$ cat src/rtl/dmem_controller_pkg.sv
// Shared types for the data-memory sequencer: size codes, FSM states,
// requester IDs and the latched transaction record.
package dmem_controller_pkg;

  typedef enum logic [1:0] {
    MEM_BYTE = 2'b00,
    MEM_HALF = 2'b01,
    MEM_WORD = 2'b10,
    MEM_BAD  = 2'b11
  } mem_size_e;

  typedef enum logic [1:0] {
    ST_IDLE  = 2'b00,
    ST_READ  = 2'b01,
    ST_WRITE = 2'b10,
    ST_RESP  = 2'b11
  } state_e;

  typedef enum logic {
    REQ_CPU = 1'b0,
    REQ_DBG = 1'b1
  } req_id_e;

  typedef struct packed {
    logic        rw;
    logic [1:0]  val;
    logic        uns;
    logic [1:0]  lane;
    logic [31:0] wdata;
  } xact_s;

  // Half needs addr[0]=0, word needs addr[1:0]=0, size 11 is never legal.
  function automatic logic misaligned(input logic [1:0] val, input logic [1:0] lane);
    logic bad;
    bad = 1'b0;
    case (val)
      MEM_HALF: bad = lane[0];
      MEM_WORD: bad = |lane;
      MEM_BAD:  bad = 1'b1;
      default:  bad = 1'b0;
    endcase
    return bad;
  endfunction

endpackage

$ cat src/rtl/dmem_controller_lane_align.sv
// Byte/halfword lane handling: extracts and extends load data, and merges
// store data into the word read back from memory.
module dmem_lane_align
  import dmem_controller_pkg::*;
(
  input  logic [31:0] word,
  input  logic [1:0]  addr,
  input  logic [1:0]  val,
  input  logic        uns,
  input  logic [31:0] wdata,
  output logic [31:0] load_data,
  output logic [31:0] merged
);

  logic [4:0]  byte_sh;
  logic [4:0]  half_sh;
  logic [7:0]  lane_b;
  logic [15:0] lane_h;

  assign byte_sh = {addr, 3'b000};
  assign half_sh = {addr[1], 4'b0000};

  always_comb begin
    lane_b    = word[byte_sh +: 8];
    lane_h    = word[half_sh +: 16];
    load_data = '0;
    merged    = word;
    case (val)
      MEM_BYTE: begin
        load_data              = {{24{lane_b[7] & ~uns}}, lane_b};
        merged[byte_sh +: 8]   = wdata[7:0];
      end
      MEM_HALF: begin
        load_data              = {{16{lane_h[15] & ~uns}}, lane_h};
        merged[half_sh +: 16]  = wdata[15:0];
      end
      MEM_WORD: begin
        load_data = word;
        merged    = wdata;
      end
      default: begin
        load_data = '0;
        merged    = word;
      end
    endcase
  end

endmodule

$ cat src/rtl/dmem_controller.sv
// Round-robin arbiter and sequencer for the single-port word data memory;
// sub-word stores are performed as read-modify-write.
//
// state    | meaning
// ---------+-----------------------------------------------------------
// ST_IDLE  | waiting for a request; grants one and latches its fields
// ST_READ  | memory word addressed; load result or merged word captured
// ST_WRITE | mem_rw high for one cycle with the final write word
// ST_RESP  | ack (and err) pulsed to the granted requester
module dmem_controller
  import dmem_controller_pkg::*;
(
  input  logic        clk,
  input  logic        reset,
  input  logic        cpu_req,
  input  logic        cpu_rw,
  input  logic [1:0]  cpu_val,
  input  logic        cpu_uns,
  input  logic [31:0] cpu_addr,
  input  logic [31:0] cpu_wdata,
  output logic        cpu_ack,
  output logic        cpu_err,
  output logic [31:0] cpu_rdata,
  input  logic        dbg_req,
  input  logic        dbg_rw,
  input  logic [1:0]  dbg_val,
  input  logic        dbg_uns,
  input  logic [31:0] dbg_addr,
  input  logic [31:0] dbg_wdata,
  output logic        dbg_ack,
  output logic        dbg_err,
  output logic [31:0] dbg_rdata,
  output logic [31:0] mem_addr,
  output logic        mem_rw,
  output logic [31:0] mem_wdata,
  input  logic [31:0] mem_rdata
);

  state_e      state;
  req_id_e     last_grant;
  req_id_e     owner;
  xact_s       cur;
  xact_s       sel;
  logic [31:0] sel_addr;
  logic        grant_dbg;
  logic [31:0] load_data;
  logic [31:0] merged;

  // On a tie the requester not served last wins.
  assign grant_dbg = dbg_req & (~cpu_req | (last_grant == REQ_CPU));

  always_comb begin
    sel_addr = grant_dbg ? dbg_addr : cpu_addr;
    sel      = '0;
    if (grant_dbg) begin
      sel.rw    = dbg_rw;
      sel.val   = dbg_val;
      sel.uns   = dbg_uns;
      sel.wdata = dbg_wdata;
    end else begin
      sel.rw    = cpu_rw;
      sel.val   = cpu_val;
      sel.uns   = cpu_uns;
      sel.wdata = cpu_wdata;
    end
    sel.lane = sel_addr[1:0];
  end

  dmem_lane_align u_lane_align (
    .word      (mem_rdata),
    .addr      (cur.lane),
    .val       (cur.val),
    .uns       (cur.uns),
    .wdata     (cur.wdata),
    .load_data (load_data),
    .merged    (merged)
  );

  always_ff @(posedge clk or posedge reset) begin
    if (reset) begin
      state      <= ST_IDLE;
      last_grant <= REQ_DBG;
      owner      <= REQ_CPU;
      cur        <= '0;
      cpu_ack    <= 1'b0;
      cpu_err    <= 1'b0;
      cpu_rdata  <= '0;
      dbg_ack    <= 1'b0;
      dbg_err    <= 1'b0;
      dbg_rdata  <= '0;
      mem_addr   <= '0;
      mem_rw     <= 1'b0;
      mem_wdata  <= '0;
    end else begin
      case (state)
        ST_IDLE: begin
          if (cpu_req || dbg_req) begin
            owner      <= grant_dbg ? REQ_DBG : REQ_CPU;
            last_grant <= grant_dbg ? REQ_DBG : REQ_CPU;
            cur        <= sel;
            mem_addr   <= {sel_addr[31:2], 2'b00};
            if (misaligned(sel.val, sel.lane)) begin
              cpu_ack <= ~grant_dbg;
              cpu_err <= ~grant_dbg;
              dbg_ack <= grant_dbg;
              dbg_err <= grant_dbg;
              state   <= ST_RESP;
            end else if (sel.rw && (sel.val == MEM_WORD)) begin
              mem_rw    <= 1'b1;
              mem_wdata <= sel.wdata;
              state     <= ST_WRITE;
            end else begin
              state <= ST_READ;
            end
          end
        end
        ST_READ: begin
          if (cur.rw) begin
            mem_rw    <= 1'b1;
            mem_wdata <= merged;
            state     <= ST_WRITE;
          end else begin
            cpu_ack   <= (owner == REQ_CPU);
            dbg_ack   <= (owner == REQ_DBG);
            cpu_rdata <= (owner == REQ_CPU) ? load_data : '0;
            dbg_rdata <= (owner == REQ_DBG) ? load_data : '0;
            state     <= ST_RESP;
          end
        end
        ST_WRITE: begin
          mem_rw    <= 1'b0;
          mem_wdata <= '0;
          cpu_ack   <= (owner == REQ_CPU);
          dbg_ack   <= (owner == REQ_DBG);
          state     <= ST_RESP;
        end
        ST_RESP: begin
          cpu_ack   <= 1'b0;
          cpu_err   <= 1'b0;
          cpu_rdata <= '0;
          dbg_ack   <= 1'b0;
          dbg_err   <= 1'b0;
          dbg_rdata <= '0;
          state     <= ST_IDLE;
        end
        default: state <= ST_IDLE;
      endcase
    end
  end

endmodule

$ cat config.mk
export PLATFORM = sky130hd
export DESIGN_NAME = dmem_controller
export DESIGN_NICKNAME = d
export VERILOG_FILES = /design/src/rtl/dmem_controller_pkg.sv /design/src/rtl/dmem_controller_lane_align.sv /design/src/rtl/dmem_controller.sv
export SDC_FILE = /design/constraint.sdc
export NUM_CORES = 1
export LEC_CHECK = 0
export CAP_MARGIN = 25
export CORE_UTILIZATION = 25
export DETAILED_ROUTE_END_ITERATION = 8
export PLACE_DENSITY = 0.57
export SLEW_MARGIN = 20
export SYNTH_ARGS = -nofsm -noshare
export SYNTH_HDL_FRONTEND = slang
export SYNTH_HIERARCHICAL = 1
export SYNTH_SLANG_ARGS = --single-unit
$ cat constraint.sdc
create_clock -name clk -period 15.26 [get_ports clk]
set_input_delay 4.578 -clock clk [delete_from_list [all_inputs] [get_ports clk]]
set_output_delay 4.578 -clock clk [all_outputs]
set_load 0.02 [all_outputs]
==> metrics list, run 1 <==
* Final Hold Fails: 0
- In this design, the largest share of critical-path delay is due to buffers and inverters.
- The signal on the critical path passes through clkdlybuf4s50_1, a21boi_4, buf_4, buf_4, mux2i_1, o21ai_0, mux2_1.
- Counting every instance in the synthesized netlist gives 1115.
* Syn. warnings: 6
* Most used cells in the layout excluding fill and tap cells: sky130_fd_sc_hd__clkdlybuf4s50_1, sky130_fd_sc_hd__nand2_1, sky130_fd_sc_hd__o21ai_0, sky130_fd_sc_hd__dfrtp_1, sky130_fd_sc_hd__mux2i_1
- Portion of netlist area occupied by mux cells: 0.1505
- After synthesis the netlist holds a flip-flop and latch count of 173.
- The cell that appears most often on the critical path is sky130_fd_sc_hd__buf_4.
- Worst supply voltage drop on vdd: 0.1234 mV
- Adder and majority cell fraction of the synthesized area: 0.01229
- Clock skew on the completed layout was measured at 0.02059 ns.
- Share of the synthesized netlist area taken by xor and xnor gates: 0
* Largest driver fanout on the critical path: 41
* Shortest clock period the worst path allows after layout: 7.039 ns
* Clk slew on worst S/H paths: 0.08 ns
- The flow ran to the end, and the final reports show no timing, DRC or antenna violations.
- H-tree levels: 4
- Total power per unit cell area: 213.3 nW/um2
- Arr. time, crit path: 7.38 ns
* Y dimension of the die: 203.8 um
- Ratio of cells with drive above 1 in the final layout: 0.09336
* Synth Area in Compound Gates: 0.1974
- Hold repair after CTS inserted 0 buffers.
- Final core utilization: 0.3543
* Number of clock sinks seen by CTS: 173
* Worst slew margin relative to its limit: 0.3562
- Timing would allow up to 142.1 MHz.
* Final hold slack: 0.4819 ns
* Clock tree from TritonCTS: yes
- Among all stages on the critical path, the largest delay is contributed by sky130_fd_sc_hd__buf_4.
* Total wirelength of the detailed-routed design: 36590 um
- Floorplan die area: 41520 um2
* Die X: 203.8 um
- The mapped netlist covers 10180 um2.
- Of the total synthesized cell area, the portion taken by AND, OR, NAND and NOR gates is 0.1623.
- Longest individual stage delay on the worst path: 0.65 ns
- Largest net degree at the start of global routing: 129
* Syn Area/Cell: 9.129 um2
- At the pin with the least slew margin, the transition time is 0.9658 ns.
- Routability-driven placement finished with a final weighted congestion of 0.8698.
* Number of setup buffers added after CTS: 0
* Initial core utilization: 0.2550
- Mean number of vias per cell: 4.912
- In this run, distinct cell masters in the synthesized netlist total 68.
- Hold WC Path Type: register to register
- In the final routed layout, each cell accounts on average for 19.28 um.
* Number of max-cap violations: 0
- Summing internal, switching and leakage power gives 3017 uW.
- The final count of pins violating max slew came to 0.
- First-pass GRT wire length: 55700 um
- Setup violations remaining at the end of the flow were counted as 0.
- The number of clock buffers added by TritonCTS is 17.
- The share of the Yosys chip area taken by registers is 0.4254.
- Root buf cell: sky130_fd_sc_hd__clkbuf_16
- For the worst setup path, the data required time is 15.60 ns.
- The floorplan has 73 rows.
- Initial antenna violation count: 1
- Count of flip-flops with a built-in enable after synthesis: 0
* Critical path endpoint category: register
- Once placement completed, the tool counted placed cells totaling 1863.
- Vias post-DR: 9323
- The HPWL after detailed placement is 26910 um.
- The worst setup path is launched from an input port.
- In the finished design, the share of the clock period the worst path needs comes to 0.4612.
- Leakage power summed over all cells: 0.005733 uW
* Number of global-route vias before repair: 9141
- Path type of the worst setup path: input port to register
- Global route total overflow: 0
* Most common cell after layout, fill and taps aside: sky130_fd_sc_hd__clkdlybuf4s50_1
- Fraction of post-synthesis cell area in the top cell type by area: 0.4229
* Setup TNS: 0 ns
* NumNets Final: 1540
- 305 I/O pins were placed.
- Number of buffer and inverter stages on the critical path: 3
- After detailed routing, the number of remaining DRC violations is 0.
- After synthesis, the largest family of logic cells by area is compound AO/OA/AOI/OAI gates.
- Compared with the post-synthesis result, the final layout area differs by 38.96%.
- Number of detailed-routing iterations run before antenna repair: 5
* Maximum clock insertion buffer count: 2
* Number of port buffers: 302
- Final ANT Viol Nets: 0
- Core footprint: 39910 um2
- GRT Total Usage: 0.1771
- Library cell with the largest summed area after synthesis: sky130_fd_sc_hd__dfrtp_1
* Iteration-0 DRC Markers: 603
- By area the synthesized netlist is led by sky130_fd_sc_hd__dfrtp_1, sky130_fd_sc_hd__nand2_1, sky130_fd_sc_hd__mux2i_1.
- After synthesis, the share of flip-flops with an asynchronous set or reset is 1.000.
- After the flow finishes, the layout carries non-filler instances totaling 1898.
- Clock latency on the worst-skew pair: 0.46 ns
- In this run, post-CTS repair resized a total of 0 instances.
* Commonest register cell after synthesis: sky130_fd_sc_hd__dfrtp_1
- Setup repair after global routing missed its margin: no
synth_stat cells (11+ instances only):
| library cell | instances |
|---|---|
| sky130_fd_sc_hd__nor3b_1 | 11 |
| sky130_fd_sc_hd__mux2_2 | 50 |
| sky130_fd_sc_hd__a21oi_1 | 24 |
| sky130_fd_sc_hd__a221o_1 | 15 |
| sky130_fd_sc_hd__o21ai_0 | 178 |
| sky130_fd_sc_hd__buf_4 | 16 |
| sky130_fd_sc_hd__nor2b_1 | 20 |
| sky130_fd_sc_hd__nand2_1 | 263 |
| sky130_fd_sc_hd__buf_2 | 22 |
| sky130_fd_sc_hd__o211ai_1 | 17 |
| sky130_fd_sc_hd__clkbuf_1 | 48 |
| sky130_fd_sc_hd__mux2i_1 | 93 |
| sky130_fd_sc_hd__dfrtp_1 | 172 |
| sky130_fd_sc_hd__nor2_1 | 22 |
report_power, final:
group          total [uW]  switching, uW  internal (uW)
Combinational        1750           1030            717
Clock                 454            220            234
Sequential            812            157            655
worst reg2reg max path: stages, from the launching register on:
cell and delay, ns:
sky130_fd_sc_hd__dfrtp_1 0.41, sky130_fd_sc_hd__inv_1 0.10, sky130_fd_sc_hd__ha_1 0.59, sky130_fd_sc_hd__buf_4 0.43
sky130_fd_sc_hd__nor2_1 0.09, sky130_fd_sc_hd__or3_1 0.36, sky130_fd_sc_hd__a31oi_4 0.43, sky130_fd_sc_hd__buf_4 0.44
sky130_fd_sc_hd__mux2_2 0.41
stage by stage:
stage | worst slack, ns | instance area [um2]
floorplan | 5.995 | 10180
global placement | 7.797 | 13530
detailed placement | 7.684 | 13530
CTS | 8.174 | 14110
global route | 8.031 | 14140
finish | 8.221 | 14140
kinds of logic after synthesis:
kind of cell	after synthesis
multiplexers	146
flip-flops	173
buffers and inverters	105
adder cells (fa/ha/maj)	10
other	1
AO/OA/AOI/OAI	311
AND/OR/NAND/NOR	369
final cells by class:
class / count / area [um2]
fillers: 4188 / 25770
clock inverters: 15 / 162.7
diodes: 2 / 5.005
multi-input cells: 838 / 5366
clock buffers: 17 / 425.4
inverters: 12 / 50.05
flip-flops and latches: 173 / 4333
repair buffers: 316 / 3144
well taps: 525 / 656.9
flip-flops by register name, summed over array words and instances (netlist names):
register and flops:
cpu_ack 1, cpu_err 1, cpu_rdata 32, cur 38, dbg_ack 1, dbg_err 1
dbg_rdata 32, last_grant 1, mem_addr 30, mem_rw 1, mem_wdata 32, owner 1
state 2
worst paths after layout:
| check | from | end | slack [ns] | cells after the start |
|---|---|---|---|---|
| worst max-delay path | dbg_req | mem_wdata[27] | 8.22 | 7 |
| worst min-delay path | mem_addr[30] | mem_addr[30] | 0.48 | 2 |
| worst max register to register | state[0] | mem_wdata[9] | 11.88 | 8 |
| worst min register to register | mem_addr[30] | mem_addr[30] | 0.48 | 2 |
| max in group asynchronous | reset | dbg_rdata[7] | 8.75 | 5 |
| min in group asynchronous | reset | mem_addr[29] | 4.51 | 2 |
layer usage:
metal,vias to the layer above,GRT usage,share of wire
li1,4461,-,-
met1,4523,0.2435,0.46
met2,301,0.2789,0.46
met3,36,0.03803,0.058
met4,2,0.04753,0.017
met5,-,0,0.00030
Power figures use the tool's default switching activity.
==> run 2, diff against run 1 <==
Clock period 15.26 ns to 6.75 ns, I/O delays scaled along.
==> metrics list, run 2 (same netlist as run 1, synthesis figures left out) <==
* Critical path endpoint category: register
- Endpoint required time on the critical path: 7.07 ns (-8.53 ns)
- The worst-margin pin slew was 0.9423 ns (-0.02344 ns).
- TritonCTS built the clock tree.
* Net switching power of the design: 3092 uW (+120%)
- The H-tree depth reported by CTS was 4 (unchanged).
- The total detailed-routing wirelength was 35240 um (-3.7%).
- Maximum clock insertion buffer count: 2 (unchanged)
- Worst Setup SP: cpu_req
- The via count of the first global-routing pass came to 8790 (-3.8%).
- The share of total power in sequential cells is 0.274 (+0.005).
- Of the available clock period, the critical path in the final layout requires 0.6515.
- The maximum VDD drop is 0.2660 mV (+120%).
* Vias post-DR: 9141 (-2.0%)
- First-pass GRT wire length: 53260 um (-4.4%)
- Hold WC Path Type: register to register
- The count of nets after finishing is 1538 (-0.13%).
* Number of port buffers: 302 (unchanged)
- Critical Path End: mem_wdata[19]
- Largest driver fanout on the critical path: 21 (-49%)
* Detail Placement HPWL: 26490 um (-1.6%)
- The post-CTS setup buffer count is 0 (unchanged).
- DR DRC count: 0 (unchanged)
- Total power per unit cell area: 477.5 nW/um2 (+120%)
* Number of CTS-inserted buffers: 17 (unchanged)
- Setup repair after global routing left no endpoint under its margin.
- Leakage power summed over all cells: 0.005705 uW (-0.49%)
- Net switching share of the total power: 0.4584 (-0.009565)
* Relative area change from synthesis to final layout: 38.80%
- The initial standard-cell utilization of the core was 0.2550 (unchanged).
- Final core utilization: 0.3539 (-0.0004070)
* Number of clock sinks seen by CTS: 173 (unchanged)
- Initial antenna violation count: 5 (+4)
* Most used cells in the layout excluding fill and tap cells: sky130_fd_sc_hd__clkdlybuf4s50_1, sky130_fd_sc_hd__nand2_1, sky130_fd_sc_hd__o21ai_0, sky130_fd_sc_hd__dfrtp_1, sky130_fd_sc_hd__mux2i_1
- Number of cells on the worst reg-to-reg path: 8 (unchanged)
- Shortest clock period the worst path allows after layout: 4.397 ns
- GRT Total Usage: 0.1703 (-0.006813)
- The hold path depth came to 2 (unchanged).
- The number of vias per cell after detailed routing is 4.821 (-1.8%).
- cur holds more flip-flops than any other register.
- Setup slack after placement: 1.863 ns (-5.821 ns)
- Setup TNS: 0 ns (unchanged)
- Leaving out fill and tap cells, the most frequent cell in the layout is sky130_fd_sc_hd__clkdlybuf4s50_1.
- The flip-flop count of the largest register, all copies and words added was 38 (unchanged).
- Final ANT Viol Nets: 0 (unchanged)
- Peak clock frequency supported by timing: 227.4 MHz
* Floorplan die area: 41520 um2 (unchanged)
- The flow ran to the end, and the final reports show no timing, DRC or antenna violations.
- The cell-internal power is 3654 uW (+130%).
* Cts-stage hold buffer count: 0 (unchanged)
- Path type of the worst setup path: input port to register
- The top-level I/O count was 305 (unchanged).
* Global route total overflow: 0 (unchanged)
- Endpoint of the worst register-to-register path: mem_wdata[19]
* Number of max-slew violations in the final report: 0 (unchanged)
* Ratio of cells with drive above 1 in the final layout: 0.08912 (-0.004246)
- The clock latency at the later pin of the worst-skew pair was 0.44 ns (-0.02 ns).
* Clk slew on worst S/H paths: 0.06 ns (-0.02 ns)
- The worst endpoint data arrival time is 4.72 ns (-2.66 ns).
- The tree is rooted in a sky130_fd_sc_hd__clkbuf_16.
- Core footprint: 39910 um2 (unchanged)
* Number of filler cells placed in the layout: 4106 (-2.0%)
- Y dimension of the die: 203.8 um (unchanged)
- The tightest slew margin relative to the limit was 0.3718 (+0.01563).
- Final setup skew: 0.01150 ns (-0.009099 ns)
* Clock network power share: 0.146 (-0.004)
- The total setup violations reported at the end of the flow came to 0 (unchanged).
- Iteration-0 DRC Markers: 527 (-13%)
* Largest net degree at the start of global routing: 129 (unchanged)
* Rows: 73 (unchanged)
- Reg-to-reg critical path startpoint: state[1]
* Worst reg-to-reg setup slack: 3.57 ns (-8.31 ns)
- The power share of the combinational group was 0.580 (about the same).
- The worst setup path is launched from an input port.
* Final estimated routing congestion in global placement: 0.8370 (-3.8%)
- Routed length per instance: 18.59 um (-3.6%)
* Final Hold Fails: 0 (unchanged)
- Die X: 203.8 um (unchanged)
* Post-cts repair resize count: 0 (unchanged)
- Number of max-cap violations: 0 (unchanged)
- The setup slack of the critical path after layout is 2.353 ns (-5.869 ns).
- The detailed-routing iteration count for the pre-antenna-repair pass came to 5 (unchanged).
[run 2: cell types whose count changed in the layout (fill, tap and decap cells not counted)]
cell | before | now
sky130_fd_sc_hd__inv_6 | 9 | 4
sky130_fd_sc_hd__clkbuf_1 | 0 | 4
sky130_fd_sc_hd__buf_4 | 12 | 9
sky130_fd_sc_hd__clkinvlp_4 | 1 | 4
sky130_fd_sc_hd__inv_8 | 3 | 0
sky130_fd_sc_hd__clkinv_4 | 0 | 2
sky130_fd_sc_hd__buf_12 | 1 | 2
sky130_fd_sc_hd__bufinv_16 | 1 | 2
sky130_fd_sc_hd__clkinv_2 | 1 | 0
sky130_fd_sc_hd__clkinv_8 | 1 | 0
[run 2: layout make-up]
| type | count | area, um2 | share of cell area |
|---|---|---|---|
| inverter | 12 | 50.05 | 0.003543 |
| sequential | 173 | 4333 | 0.3067 |
| timing repair buffer | 314 | 3142 | 0.2224 |
| multi-input combinational | 838 | 5366 | 0.3799 |
| clock buffer | 21 | 440.4 | 0.03118 |
| antenna | 2 | 5.005 | 0.0003543 |
| clock inverter | 11 | 133.9 | 0.009477 |
| tap | 525 | 656.9 | 0.04650 |
[run 2: worst min-delay path by stage]
stage	endpoint	slack, ns	from
3_3_place_gp	mem_addr[6]	0.46	mem_addr[6]
2_1_floorplan	cur[16]	0.45	cur[16]
6_report	mem_addr[15]	0.48	mem_addr[15]
5_1_grt	mem_addr[21]	0.50	mem_addr[21]
4_1_cts	cpu_rdata[18]	0.48	cpu_rdata[18]
3_5_place_dp	cpu_rdata[18]	0.47	cpu_rdata[18]
[run 2: metrics by stage]
step	std cells	cell area, um2	hold WS [ns]	total power, uW
after detailed placement	1862	13540	0.4690	5802
after floorplan	1116	10180	0.4492	4405
after global routing	1896	14130	0.4991	7245
final	1896	14130	0.4787	6746
after CTS	1894	14120	0.4843	6812
after global placement	1862	13540	0.4602	5740
[run 2: metal layers]
| layer | vias up | share of wire | wire length [um] | global-route usage |
|---|---|---|---|---|
| met4 | 6 | 0.018 | 650 | 0.05129 |
| met1 | 4361 | 0.46 | 16220 | 0.2353 |
| li1 | 4449 | - | - | - |
| met2 | 288 | 0.46 | 16220 | 0.2640 |
| met5 | - | 0.0011 | 39 | 0 |
| met3 | 37 | 0.060 | 2115 | 0.03691 |
[run 2: power by group through the flow]
stage	registers [uW]	logic (uW)	clock network, uW
3_5_place_dp	1870	3930	0
3_3_place_gp	1870	3870	0
5_1_grt	1910	4280	1060
4_1_cts	1850	3940	1020
2_1_floorplan	2090	2310	0
6_report	1850	3910	986
[run 2: critical path, stage by stage]
cell and delay [ns]:
sky130_fd_sc_hd__clkdlybuf4s50_1 0.63, sky130_fd_sc_hd__nor3b_1 0.15, sky130_fd_sc_hd__or3_1 0.43, sky130_fd_sc_hd__a31oi_4 0.76, sky130_fd_sc_hd__buf_4 0.36, sky130_fd_sc_hd__mux2_2 0.35
==> variant 1: new RTL, flow settings as in run 2 <==
Register the output `dbg_rdata` once more, cleared by the reset; this adds one clock of latency there. The other outputs are not delayed to match.
--- a/src/rtl/dmem_controller.sv
+++ b/src/rtl/dmem_controller.sv
@@ -37,2 +37,4 @@
 );
+
+  logic [31:0] dbg_rdata_s0;
 
@@ -89,3 +91,3 @@
       dbg_err    <= 1'b0;
-      dbg_rdata  <= '0;
+      dbg_rdata_s0 <= '0;
       mem_addr   <= '0;
@@ -125,3 +127,3 @@
             cpu_rdata <= (owner == REQ_CPU) ? load_data : '0;
-            dbg_rdata <= (owner == REQ_DBG) ? load_data : '0;
+            dbg_rdata_s0 <= (owner == REQ_DBG) ? load_data : '0;
             state     <= ST_RESP;
@@ -142,3 +144,3 @@
           dbg_err   <= 1'b0;
-          dbg_rdata <= '0;
+          dbg_rdata_s0 <= '0;
           state     <= ST_IDLE;
@@ -150,2 +152,10 @@
 
+  always_ff @(posedge clk or posedge reset) begin
+    if (reset) begin
+      dbg_rdata <= '0;
+    end else begin
+      dbg_rdata <= dbg_rdata_s0;
+    end
+  end
+
 endmodule
Check against the original RTL: not equivalent (a bounded check fails within 4 cycles, from zero or initial values and one cycle with reset high).
==> variant 1 against run 2 <==
  * Combinational power up 4%
  * Routed wire length up 9.4%
  * Largest cell class unchanged
  * Power up 14%
  * Synthesized area up 8.6%
  * Die area up 8.5%
  * Core utilization up 0.40 points
  * Setup slack worse by 0.095 ns
  * Sequential cell count up 32
  * Final area up 9.9%
==> variant 1: results (changes against run 2) <==
Status: finished, final reports clean (unchanged)
Overall Global Routing Usage: 0.168 (was 0.170)
Final hold slack: 0.373 ns (was 0.479 ns)
Min-Delay Endpoint: dbg_rdata[26]$_DFF_PP0_ (was mem_addr[15]$_DFFE_PP0P_)
Vias: 9606 (was 9141)
Final nets: 1575 (was 1538)
Combinational Power Share: 0.529 (was 0.580)
Final WL: 38600 um (was 35200 um)
Iter 0 DRT Violations: 834 (was 527)
Leak: 6.45 nW (was 5.71 nW)
Vias in the first global route: 9534 (was 8790)
Layout cells sized above 1: 0.101 (was 0.0891)
Clock Latency Late Sink: 0.56 ns (was 0.44 ns)
Initial antenna violation count: 7 (was 5)
Top post-synthesis cells by count: nand2_1 (263), dfrtp_1 (204), o21ai_0 (178) (was nand2_1 (263), o21ai_0 (178), dfrtp_1 (172))
Clock Skew: 0.0319 ns (was 0.0115 ns)
Grt met2 use: 0.271 (was 0.264)
Routing usage on met1: 0.223 (was 0.235)
Crit path largest cell delay: 0.65 ns (was 0.76 ns)
Met3 GRT Util: 0.0399 (was 0.0369)
Worst R2R End: mem_wdata[29]$_DFFE_PP0P_ (was mem_wdata[19]$_DFFE_PP0P_)
Worst Hold Launch: dbg_rdata_s0[26]$_DFFE_PP0P_ (was mem_addr[15]$_DFFE_PP0P_)
Fin worst setup slack: 2.26 ns (was 2.35 ns)
Pwr per Cell Area: 496 nW/um^2 (was 478 nW/um^2)
WP data arrival: 4.94 ns (was 4.72 ns)
Top cells by area, synth: dfrtp_1 (46%), nand2_1 (8.9%), mux2i_1 (8.6%) (was dfrtp_1 (42%), nand2_1 (9.7%), mux2i_1 (9.1%))
-- variant 1: cell count changes after synthesis, moves of 3 or more --
cell	delta
dfrtp_1	+32
nor2_1	-3
mux2_4	+29
mux2_2	-27
-- variant 1: layout make-up --
type	instances	area, um^2
multi-input cells	831	5440
flip-flops and latches	205	5130
clock inverters	14	223
well taps	585	732
fillers	4455	27800
repair buffers	316	3200
clock buffers	34	731
inverters	13	52.6
diodes	5	12.5
-- variant 1: through the flow --
step / instance area, um^2 / instances
6_report: 15500 / 2003
3_3_place_gp: 14500 / 1947
4_1_cts: 15500 / 1996
2_1_floorplan: 11100 / 1142
3_5_place_dp: 14500 / 1948
5_1_grt: 15500 / 2001
-- variant 1: metal layers --
layer,share of wire,wire length [um]
met5,0.00034,13
met2,0.46,17800
met4,0.021,816
met3,0.075,2880
met1,0.44,17000
==> variant 2: new RTL, flow settings as in run 2 <==
Made on the original files. Re-encode `state_e` (4 states) as Gray code, 2 bits wide.
--- a/src/rtl/dmem_controller_pkg.sv
+++ b/src/rtl/dmem_controller_pkg.sv
@@ -14,4 +14,4 @@
     ST_READ  = 2'b01,
-    ST_WRITE = 2'b10,
-    ST_RESP  = 2'b11
+    ST_WRITE = 2'b11,
+    ST_RESP  = 2'b10
   } state_e;
Check against the original RTL: no difference found for any inputs over 4 cycles, from zero or initial values and one cycle with reset high; so few cycles prove little.
==> variant 2 against run 2 <==
  * Final area fell by 2.2%
  * Sequential cell count did not move
  * Synthesized cell count fell by 2.4%
  * Critical endpoint is now mem_wdata[13]$_DFFE_PP0P_
  * Power fell by 9.1%
  * Global-route usage rose by 1.2 points
  * Setup slack improved by 0.24 ns
  * Fmax rose by 5.9%
  * Routed wire length rose by 5.2%
  * Synthesized area fell by 3.0%
  * Critical path depth did not move
  * Count of clock-buffer cells in the layout fell by 2
  * Largest power group unchanged
==> variant 2: results (changes against run 2) <==
Cells after DPL: 1829 (was 1862)
# fillers: 3925 (was 4106)
Crit path largest cell delay: 0.67 ns (was 0.76 ns)
DP Area: 13200 um^2 (was 13500 um^2)
Fin cells: 1862 (was 1896)
Final nets: 1507 (was 1538)
Grt met2 use: 0.280 (was 0.264)
Iter 0 DRT Violations: 690 (was 527)
RePlAce Congestion: 0.862 (was 0.837)
DR WL met3: 2840 um (was 2120 um)
Core box area: 38800 um^2 (was 39900 um^2)
Combinational Power Share: 0.552 (was 0.580)
Leak: 5.82 nW (was 5.71 nW)
WP data arrival: 4.45 ns (was 4.72 ns)
Overall Global Routing Usage: 0.183 (was 0.170)
Main synth FF type: dfrtp_1 (unchanged)
Sequential share of the synthesized area: 0.438 (was 0.425)
Hold Path Class: reg2reg (unchanged)
CP max-delay cell: a21bo_4 (was a31oi_4)
Clock Skew: 0.00856 ns (was 0.0115 ns)
Layout area overhead: 39.9% (was 38.8%)
First-pass GRT wire length: 56000 um (was 53300 um)
Status: finished, final reports clean (unchanged)
Placed wire-length estimate: 27300 um (was 26500 um)
P_sw: 2.85 mW (was 3.09 mW)
Switching share of power: 0.465 (was 0.458)
Share of synthesized area spent on multiplexers: 0.0821 (was 0.150)
Vias per cell: 4.97 (was 4.82)
Slew HR: 0.480 (was 0.372)
Worst vdd ir: 0.219 mV (was 0.266 mV)
H-tree Lvls: 4 (unchanged)
Final WL: 37100 um (was 35200 um)
Initial antenna violation count: 3 (was 5)
Synth unique cells: 64 (was 68)
Syn_area_per_cell: 9.08 um^2 (was 9.13 um^2)
Met1 WL: 16800 um (was 16200 um)
Top post-synthesis cells by count: nand2_1 (181), dfrtp_1 (172), nor2_1 (103) (was nand2_1 (263), o21ai_0 (178), dfrtp_1 (172))
Compound-gate portion of the synthesized area: 0.252 (was 0.197)
TritonRoute pass-1 iters: 5 (unchanged)
Clock Pin Slew Worst Setup and Hold Paths: 0.07 ns
Layout cells sized above 1: 0.0759 (was 0.0891)
Post-CTS setup buffer count: 0 (unchanged)
Vias in the first global route: 8944 (was 8790)
Met2 WL post-DR: 16800 um (was 16200 um)
Largest net degree at the start of global routing: 76 (was 129)
Post-synthesis adder-cell area fraction: 0.00633 (was 0.0123)
Top cells by area, synth: dfrtp_1 (44%), nand2_1 (6.9%), mux2i_1 (5.8%) (was dfrtp_1 (42%), nand2_1 (9.7%), mux2i_1 (9.1%))
Maximum net fanout on the critical path: 64 (was 21)
-- variant 2: area by class of cell --
type | instances | share of cell area
antenna | 1 | 0.000181
clock buffer | 19 | 0.0321
clock inverter | 13 | 0.00915
inverter | 10 | 0.00308
multi-input combinational | 810 | 0.368
sequential | 173 | 0.314
tap | 518 | 0.0469
timing repair buffer | 318 | 0.227
-- variant 2: path summary, 6_finish.rpt --
check / from / to / slack, ns / cells past startpoint
max: cpu_req / mem_wdata[13]$_DFFE_PP0P_ / 2.60 / 6
max reg2reg: cur[35]$_DFFE_PP0P_ / mem_wdata[17]$_DFFE_PP0P_ / 4.10 / 7
min in group asynchronous: reset / cpu_rdata[25]$_DFFE_PP0P_ / 2.08 / 2
min reg2reg: mem_wdata[29]$_DFFE_PP0P_ / mem_wdata[29]$_DFFE_PP0P_ / 0.48 / 2
min: mem_wdata[29]$_DFFE_PP0P_ / mem_wdata[29]$_DFFE_PP0P_ / 0.48 / 2
max in group asynchronous: reset / cur[35]$_DFFE_PP0P_ / 3.49 / 3
